## config.mk

```make
export PLATFORM = sky130hd
export DESIGN_NAME = frac_align_pipe
export DESIGN_NICKNAME = d
export VERILOG_FILES = /design/src/rtl/frac_align_pipe_pkg.sv /design/src/rtl/ShiftRightSticky.sv /design/src/rtl/frac_align_pipe.sv
export SDC_FILE = /design/constraint.sdc
export NUM_CORES = 1
export LEC_CHECK = 0
export ABC_AREA = 0
export CORE_ASPECT_RATIO = 0.6
export CORE_MARGIN = 10
export CORE_UTILIZATION = 40
export CTS_CLUSTER_DIAMETER = 30
export DETAILED_ROUTE_END_ITERATION = 10
export PLACE_DENSITY = 0.74
export REMOVE_ABC_BUFFERS = 1
export SLEW_MARGIN = 20
export SYNTH_ARGS = -nofsm -noshare
export SYNTH_HDL_FRONTEND = slang
export SYNTH_SLANG_ARGS = --single-unit
```

## constraint.sdc

```tcl
create_clock -name clock -period 2.2 [get_ports clock]
set_input_delay 0.22 -clock clock [delete_from_list [all_inputs] [get_ports clock]]
set_output_delay 0.22 -clock clock [all_outputs]
set_load 0.005 [all_outputs]
```

## src/rtl/frac_align_pipe_pkg.sv

```systemverilog
// Shared helpers for the fraction aligner: sticky OR over the bits a right shift discards.
package frac_align_pipe_pkg;

  // OR of the low n bits of a (zero-extended) operand; n >= 64 covers every bit.
  function automatic logic shifted_out_or(input logic [63:0] bits, input int unsigned n);
    logic [63:0] mask;
    mask = (64'd1 << n) - 64'd1;
    return |(bits & mask);
  endfunction

endpackage

```

## src/rtl/ShiftRightSticky.sv

```systemverilog
// Logical right shift with sticky accumulation of every discarded bit.
module ShiftRightSticky
  import frac_align_pipe_pkg::*;
#(
  parameter int unsigned WIDTH       = 16,
  parameter int unsigned SHIFT_WIDTH = 5
) (
  input  logic [WIDTH-1:0]       frac_i,
  input  logic [SHIFT_WIDTH-1:0] shift_i,
  input  logic                   sticky_i,
  output logic [WIDTH-1:0]       frac_c,
  output logic                   sticky_c
);

  always_comb begin
    frac_c   = '0;
    sticky_c = sticky_i;
    if (32'(shift_i) >= WIDTH) begin
      sticky_c = sticky_i | (|frac_i);
    end else begin
      frac_c   = frac_i >> shift_i;
      sticky_c = sticky_i | shifted_out_or(64'(frac_i), 32'(shift_i));
    end
  end

endmodule

```

## src/rtl/frac_align_pipe.sv

```systemverilog
// Two-stage valid/ready fraction aligner: pad to datapath width, then right shift with sticky.
module frac_align_pipe
  import frac_align_pipe_pkg::*;
#(
  parameter int unsigned IN_WIDTH    = 8,
  parameter int unsigned OUT_WIDTH   = 16,
  parameter int unsigned SHIFT_WIDTH = 5
) (
  input  logic                   clock,
  input  logic                   reset,
  input  logic                   in_valid,
  output logic                   in_ready,
  input  logic                   in_sign,
  input  logic [IN_WIDTH-1:0]    in_frac,
  input  logic [SHIFT_WIDTH-1:0] in_shift,
  output logic                   out_valid,
  input  logic                   out_ready,
  output logic                   out_sign,
  output logic [OUT_WIDTH-1:0]   out_frac,
  output logic                   out_sticky
);

  localparam int unsigned FW = OUT_WIDTH;
  localparam int unsigned SW = SHIFT_WIDTH;

  typedef struct packed {
    logic          sign;
    logic [FW-1:0] frac;
    logic [SW-1:0] shift;
    logic          sticky;
  } pad_beat_t;

  typedef struct packed {
    logic          sign;
    logic [FW-1:0] frac;
    logic          sticky;
  } aligned_beat_t;

  logic          v1_q, v1_d, v2_q, v2_d;
  pad_beat_t     s1_q, s1_d, pad_c;
  aligned_beat_t s2_q, s2_d, shift_c;
  logic          adv1_c, adv2_c;
  logic [FW-1:0] pad_frac_c;
  logic          pad_sticky_c;

  // Bring the MSB-aligned input onto the datapath width.
  generate
    if (IN_WIDTH < OUT_WIDTH) begin : g_pad
      assign pad_frac_c   = {in_frac, {(OUT_WIDTH-IN_WIDTH){1'b0}}};
      assign pad_sticky_c = 1'b0;
    end else if (IN_WIDTH == OUT_WIDTH) begin : g_pass
      assign pad_frac_c   = in_frac;
      assign pad_sticky_c = 1'b0;
    end else begin : g_trunc
      assign pad_frac_c   = in_frac[IN_WIDTH-1 -: OUT_WIDTH];
      assign pad_sticky_c = |in_frac[IN_WIDTH-OUT_WIDTH-1:0];
    end
  endgenerate

  ShiftRightSticky #(
    .WIDTH      (FW),
    .SHIFT_WIDTH(SW)
  ) u_shift (
    .frac_i  (s1_q.frac),
    .shift_i (s1_q.shift),
    .sticky_i(s1_q.sticky),
    .frac_c  (shift_c.frac),
    .sticky_c(shift_c.sticky)
  );

  assign shift_c.sign = s1_q.sign;

  // Handshake and stage advance; stage 2 refills from stage 1 in the cycle it drains.
  always_comb begin
    pad_c  = '{sign: in_sign, frac: pad_frac_c, shift: in_shift, sticky: pad_sticky_c};
    adv2_c = !v2_q || out_ready;
    adv1_c = !v1_q || adv2_c;
    v1_d   = v1_q;
    s1_d   = s1_q;
    v2_d   = v2_q;
    s2_d   = s2_q;
    if (adv1_c) begin
      v1_d = in_valid;
      if (in_valid) s1_d = pad_c;
    end
    if (adv2_c) begin
      v2_d = v1_q;
      if (v1_q) s2_d = shift_c;
    end
  end

  always_ff @(posedge clock) begin
    if (reset) begin
      v1_q <= 1'b0;
      v2_q <= 1'b0;
    end else begin
      v1_q <= v1_d;
      v2_q <= v2_d;
    end
  end

  // Payload is qualified by the valid bits, so it carries no reset.
  always_ff @(posedge clock) begin
    s1_q <= s1_d;
    s2_q <= s2_d;
  end

  assign in_ready   = adv1_c;
  assign out_valid  = v2_q;
  assign out_sign   = s2_q.sign;
  assign out_frac   = s2_q.frac;
  assign out_sticky = s2_q.sticky;

endmodule

```

==> results.txt, run 1 <==
- Setup Buffers After CTS: 0
* Final setup TNS: 0 ns
- The signal on the critical path passes through mux2i_1 > a211oi_1 > a21oi_1 > o32ai_2.
* Outcome: finished, final reports clean
- Using the TritonRoute via totals, the vias-per-cell ratio works out to about 5.3.
- Die span in x: 104 um
* Minimum clock period: roughly 1.8 ns
* Rows: 18
* GP Congestion: ~0.92
- For this configuration, the core starts out at a cell density of 41.5%.
* Period utilisation layout: 82.0%
- The final count of pins violating max slew was 0.
- Skew final: approximately 0.0077 ns
* Quantity of gates resized following cts: 0
- Wire length of the first global-routing pass: 6150 um
- After detailed routing, the average wire length per cell comes to around 16 um.
- Power per standard cell area: slightly above 700 nW/um^2
- Worst path required time: 2.23 ns
- The largest individual stage delay along the critical path comes from the cell edfxtp_1.
- The later pin in the worst-skew pair is clocked with a latency of 0.29 ns.
* Startpoint Class: register
- For this run, the register share of the synthesized area comes to between 50% and 60%.
- Vias in the first global route: approximately 1200
- Setup repair after global routing left no endpoint under its margin.
- Setup violators final: 0
* Clk buf depth: 2
* Number of max-capacitance violations reported: 0
- TritonCTS built the clock tree.
* Leakage power of the design: about 0.75 nW
* Proportion of layout cells with a drive suffix above 1: 8.88%
* Critical Path End Type: register
- Die Y: around 71 um
* Slowest stage delay, CP: just under 0.7 ns
- Number of search-and-repair iterations in the first detailed-routing pass: 4
- Pin count of the biggest net entering global routing: 20
* Arrival time worst endpoint: about 1.8 ns
- Global routing used between 10% and 20% of the available tracks.
* Total I/O pin count: 38
- # diodes: 0
* Post-Route Utilization: a little over half
- Hold repair after CTS inserted 0 buffers.
- Warnings from Yosys: 0
- Num Clock Sinks: 34
- VDD sags by at most around 0.00039 V.
- The core region is 4120 um^2.
* Cell count after synthesis: roughly 130
* Root cell of the clock tree: clkbuf_8
- After the first detailed-routing iteration, the DRC count stood at roughly 110.
- The initial antenna violation count was 0.
- In this run the worst hold path is classified as register to register.
- Die Footprint: around 7400 um^2
* Worst Path Max Fanout: 14
- The final layout contains around 190 nets.
* Max Clk Rate: between 500 and 600 MHz
* Htree depth: 2
- Netlist area before placement: 1710 um^2
* Hpwl dp: between 2000 and 3000 um
- Sequential cell area: 1000 um^2
- Layout overhead on the synthesized area: 26.9%
- The filler cells instantiated in the layout total roughly 360.
- Register-to-register path setup slack: just under 0.4 ns
- Headroom to the max-slew limit: approximately three fifths
- Avg Cell Area, Syn: about 13 um^2
* Final wirelength: 3640 um
* Total of flip-flops plus latches after synthesis: 34
* Hold Violations, Final: 0
- Count of vias placed by the detailed router: approximately 1200
* Overflow after GRT: 0
* TritonCTS buffer count: 5
- WS Path Type: register to register
- The number of different library cells used by synthesis comes to 38.
* Count of input and output buffers: 37
* Clock transition at the registers of the reported paths: ~0.07 ns
- Once detail routing completed, the nets flagged for antenna violations numbered 0.
* Multi-input gate area in the final layout: between 500 and 600 um^2
- Worst hold margin: around 0.42 ns
- Remaining design rule violation count: 0
* Tightest Pin Transition: roughly 0.61 ns
kinds of logic (layout without fill, tap and decap cells):
kind of cell           after synthesis  count (layout)  synth area share [%]
buffers and inverters               12              50                  7.17
and+or+nand+nor                     43              43                  12.7
AOI/OAI and AO/OA                   27              27                  11.8
DFF                                 34              34                  58.6
muxes                               15              15                  9.74
layout by cell type (no fill, tap or decap), types with 3 or more instances in the layout:
master and instances:
a211oi_1 5, a21oi_1 9, buf_4 3, clkbuf_8 5, clkdlybuf4s50_1 37, edfxtp_1 32
mux2_2 3, mux2i_1 11, nand2_1 9, nor2_1 11, nor2b_1 3, nor3_1 4
power breakdown:
group	switching (W)	internal [W]	total [W]
combinational	0.0000853	0.000108	0.000193
sequential	0.0000351	0.000750	0.000785
clock	0.000216	0.000339	0.000554
state kept, by name, indices dropped and copies added, names as in the netlist:
register	cells
out_frac	16
out_sign	1
out_sticky	1
out_valid	1
s1_q	14
v1_q	1
per-layer routing:
metal | vias up | track usage (%) | part of all wire, % | wire length, um
li1 | 577 | - | - | -
met1 | 563 | 13.2 | 47 | 1700
met2 | 63 | 14.3 | 39 | 1430
met3 | 3 | 5.88 | 13 | 480
met4 | 0 | 2.76 | 0.93 | 34
met5 | - | 0 | 0 | 0
Yosys cell counts:
library cell	instances	share of area [%]
or3_1	2	0.73
or2_1	1	0.37
inv_1	2	0.44
nand4b_1	1	0.51
o21a_1	2	0.88
and2_1	1	0.37
clkbuf_4	1	0.44
buf_2	2	0.59
o32ai_1	2	1.0
edfxtp_1	32	56
nor4_1	2	0.73
a211o_1	1	0.51
a31oi_1	1	0.37
a21o_1	1	0.44
o21ai_0	1	0.29
mux2i_1	11	6.4
buf_12	1	1.2
a211oi_1	5	2.2
o32ai_2	2	1.9
nor3b_1	2	0.88
o211ai_1	1	0.44
nand2_1	9	2.0
dfxtp_1	2	2.3
nand4_1	1	0.37
clkbuf_8	4	3.2
nor2b_1	3	1.1
a32oi_1	1	0.51
nor3_1	4	1.2
buf_6	2	1.3
nand3_1	2	0.59
a21oi_1	9	2.6
nand3b_1	1	0.44
nand2b_1	2	0.73
nor2_1	11	2.4
mux4_2	1	1.3
mux2_2	3	2.0
and3_1	1	0.37
o311a_1	1	0.59
critical path, delay by kind of cell, from the launching register on:
family / cells / cell delay, ns
DFF: 1 / 0.69
muxes: 1 / 0.40
AOI/OAI and AO/OA: 3 / 0.46
through the flow:
stage / total power [W] / worst slack, ns / cells / cell area (um^2)
global placement: 0.000984 / 0.490 / 221 / 2060
finish: 0.00153 / 0.395 / 229 / 2170
detailed placement: 0.000991 / 0.428 / 221 / 2060
CTS: 0.00154 / 0.405 / 229 / 2170
global route: 0.00161 / 0.281 / 229 / 2170
floorplan: 0.000887 / 0.505 / 121 / 1590
layout make-up:
cell class | count | area share, %
repair buffers | 40 | 18.1
flip-flops and latches | 34 | 46.2
inverters | 2 | 0.346
well taps | 60 | 3.46
multi-input cells | 85 | 27.0
clock buffers | 7 | 3.52
clock inverters | 1 | 1.38
worst paths after layout:
path         depth (start not counted)                from                        end
max                                  4   s1_q[1]$_DFFE_PP_  out_frac[7]$_SDFFCE_PP0P_
min                                  0  s1_q[22]$_DFFE_PP_         out_sign$_DFFE_PP_
max reg2reg                          4   s1_q[1]$_DFFE_PP_  out_frac[7]$_SDFFCE_PP0P_
min reg2reg                          0  s1_q[22]$_DFFE_PP_         out_sign$_DFFE_PP_
No activity file was read; power rests on OpenSTA's default activity.
==> run 2, diff against run 1 <==
--- a/config.mk
+++ b/config.mk
@@ -11,7 +11,7 @@
 export CORE_UTILIZATION = 40
 export CTS_CLUSTER_DIAMETER = 30
 export DETAILED_ROUTE_END_ITERATION = 10
-export PLACE_DENSITY = 0.74
+export PLACE_DENSITY = 0.76
 export REMOVE_ABC_BUFFERS = 1
 export SLEW_MARGIN = 20
 export SYNTH_ARGS = -nofsm -noshare
==> constraint.sdc (replaced) <==
create_clock -name clock -period 1.6 [get_ports clock]
set_input_delay 0.16 -clock clock [delete_from_list [all_inputs] [get_ports clock]]
set_output_delay 0.16 -clock clock [all_outputs]
set_load 0.005 [all_outputs]
==> run 2 against run 1 <==
  * First-iteration DRC count decreased by 10%
  * Count of clock-buffer cells in the layout unchanged
  * Wire length increased by 2.7%
  * Clock skew increased by 0.0026 ns
  * Combinational power increased by 67%
  * Total power increased by 42%
  * Global-route usage decreased by 0.12 points
  * Core utilization increased by 3.9 points
  * Sequential share of layout area decreased by 3.2 points
  * Highest routed layer unchanged
  * Design area increased by 7.3%
  * Largest power group unchanged
  * Hold slack got worse by 0.00088 ns
==> results.txt, run 2 (synthesis results as in run 1) <==
- The number of maximum-capacitance violations was 0 (unchanged).
* Die Footprint: 7370 um^2 (unchanged)
- R2R cell count: 4 (unchanged)
- Total net switching power: 0.000460 W (+37%)
* Skew final: 0.0103 ns (+0.00264 ns)
- The final weighted congestion of routability-driven global placement is 0.882 (-4.2%).
- The row count was 18 (unchanged).
* Period utilisation layout: 98.9% (+17 points)
- The maximum root-to-sink buffer count came to 2 (unchanged).
- The vias after detailed routing came to 1217 (+0.91%).
* Final wirelength: 3740 um (+2.7%)
- Minimum clock period: 1.58 ns (-0.222 ns)
* Critical Path End Type: register
- Total Power Consumption: 0.00218 W (+42%)
- The die height is 70.6 um (unchanged).
* Total routing usage reported by global routing: 10.2% (-0.12 points)
- The first-pass detailed-route iteration total was 4 (unchanged).
* Wire length of the first global-routing pass: 6130 um (-0.33%)
- Hold/Removal Path Class: register to register
* Worst Path Max Fanout: 14 (unchanged)
- Following the worst setup path forward leads to its endpoint at out_frac[1]$_SDFFCE_PP0P_.
- Layout overhead on the synthesized area: 36.2%
- Reg2Reg Capture Point: out_frac[1]$_SDFFCE_PP0P_
* Max Clk Rate: 632 MHz (+14%)
- The layout cell share with drive strength beyond 1 came to 18.9% (+10 points).
- Tightest Pin Transition: 0.557 ns (-0.0537 ns)
- In the layout the commonest cells are 36 x clkdlybuf4s50_1, 32 x edfxtp_1, 11 x nor2_1, 11 x buf_4.
- Worst-Skew Late Latency: 0.28 ns (about the same)
- The cell sitting at the root of the clock tree is a clkbuf_8.
* Register-to-register path setup slack: 0.02 ns (-0.38 ns)
- Sequential cell area: 1000 um^2 (unchanged)
- The remaining antenna violation count is 0 (unchanged).
* Via density per instance: 5.07 (-3.7%)
* Final-report max-slew violation count: 0 (unchanged)
- The number of buffers created by CTS was 5 (unchanged).
* Hpwl dp: 2880 um (+7.6%)
- Hold_buf cts: 0 (unchanged)
- Die span in x: 104 um (unchanged)
- Total I/O pin count: 38 (unchanged)
- The starting density of the core came to 41.5% (unchanged).
* # diodes: 0 (unchanged)
* Count of filler cells inserted in the layout: 332 (-7.0%)
- The switching part of the total was 21.1% (-0.85 points).
- The part of the total power dissipated in the clock network was 36.3% (about the same).
- Worst vdd ir: 0.000402 V (+3.5%)
* Final critical-path setup slack: 0.0170 ns (-0.378 ns)
- The share of the core filled with cells was 56.5% (+3.9 points).
- Worst flop-to-flop path startpoint: s1_q[1]$_DFFE_PP_
- The tightest slew margin relative to the limit is 62.9% (+3.6 points).
- Pin count of the biggest net entering global routing: 19 (-5.0%)
* Internal power of the cells: 0.00172 W (+44%)
- The clock transition at the registers of the reported paths was 0.07 ns (about the same).
- Tracing the worst setup path back leads to its startpoint at s1_q[1]$_DFFE_PP_.
- Hold Violations, Final: 0 (unchanged)
- Setup repair after global routing missed its margin: true
* Num Clock Sinks: 34 (unchanged)
- The final setup violation count is 0 (unchanged).
- The setup TNS is 0 ns (unchanged).
* Sequential fraction of design power: 48.9% (-2.3 points)
* Antenna violations before repair: 0 (unchanged)
* Vias in the first global route: 1247 (+3.4%)
- Number of DRC markers in iteration 0: 94 (-10%)
* Count of input and output buffers: 37 (unchanged)
- Remaining design rule violation count: 0 (unchanged)
* Combinational group share of total power: 14.8% (+2.2 points)
- The net total in the final layout came to 197 (+5.9%).
* Outcome: finished, final reports clean
- Htree depth: 2 (unchanged)
- The data required time of the worst path came to 1.72 ns (-0.51 ns).
- Post-placement setup slack: -0.0150 ns (-0.443 ns)
- The footprint of the multi-input gates is 612 um^2 (+4.5%).
- Most common cell after layout, fill and taps aside: clkdlybuf4s50_1
* Power per standard cell area: 937 nW/um^2 (+33%)
- Overflow after GRT: 0 (unchanged)
- Arrival time worst endpoint: 1.70 ns (-0.13 ns)
- Core region area: 4120 um^2 (unchanged)
- TritonCTS built the clock tree.
- WS Path Type: register to register
- Leakage power of the design: 0.812 nW (+8.6%)
* Max reg flops: 16 (unchanged)
* Wirelength per Cell: 15.6 um (-2.0%)
- The worst setup path is launched from a register.
run 2: cell count changes in the layout (fill, tap and decap cells not counted), moves of 3 or more:
cell / before / now
mux2i_2: 0 / 5
buf_12: 0 / 3
buf_4: 3 / 11
mux2i_1: 11 / 6
run 2: worst max-delay path: stages (launching register included):
cell and delay [ns]:
edfxtp_1 0.41, buf_12 0.17, mux2i_2 0.18, mux4_2 0.52, o32ai_2 0.13
run 2: cell type report:
| class | instances | share of cell area (%) |
|---|---|---|
| clock buffers | 7 | 3.71 |
| clock inverters | 1 | 1.29 |
| inverters | 2 | 0.323 |
| multi-input cells | 85 | 26.3 |
| flip-flops and latches | 34 | 43.0 |
| well taps | 60 | 3.23 |
| repair buffers | 51 | 22.2 |
run 2: stage by stage:
step / area [um^2] / instances / hold slack (ns)
floorplan: 1590 / 121 / 0.232
global placement: 2160 / 231 / 0.420
detailed placement: 2160 / 231 / 0.419
CTS: 2280 / 239 / 0.421
global route: 2330 / 240 / 0.418
finish: 2330 / 240 / 0.419
run 2: worst min path at each step:
stage | startpoint | end | slack, ns | cells after the start
6_report | s1_q[22]$_DFFE_PP_ | out_sign$_DFFE_PP_ | 0.42 | 0
5_1_grt | in_shift[4] | s1_q[5]$_DFFE_PP_ | 0.42 | 1
4_1_cts | in_frac[6] | s1_q[20]$_DFFE_PP_ | 0.42 | 1
3_5_place_dp | s1_q[22]$_DFFE_PP_ | out_sign$_DFFE_PP_ | 0.42 | 0
3_3_place_gp | s1_q[22]$_DFFE_PP_ | out_sign$_DFFE_PP_ | 0.42 | 0
2_1_floorplan | reset | out_valid$_SDFFE_PP0P_ | 0.23 | 1
run 2: routing by layer:
| layer | GRT usage (%) | share of wire (%) |
|---|---|---|
| met3 | 5.79 | 11 |
| met2 | 15.7 | 43 |
| met4 | 2.76 | 0.51 |
| met1 | 11.9 | 46 |
| met5 | 0 | 0 |
run 2: power by group through the flow:
stage | Clock [W] | Sequential [W] | Combinational, W
floorplan | 0 | 0.00110 | 0.000123
global placement | 0 | 0.00109 | 0.000297
detailed placement | 0 | 0.00109 | 0.000303
CTS | 0.000814 | 0.00107 | 0.000306
global route | 0.000843 | 0.00107 | 0.000351
finish | 0.000791 | 0.00107 | 0.000323
run 2: what timing repair did:
item	4_1_cts	5_1_grt
endpoints found under the setup margin	2	10
buffers inserted	0	1
resized for setup	2	6
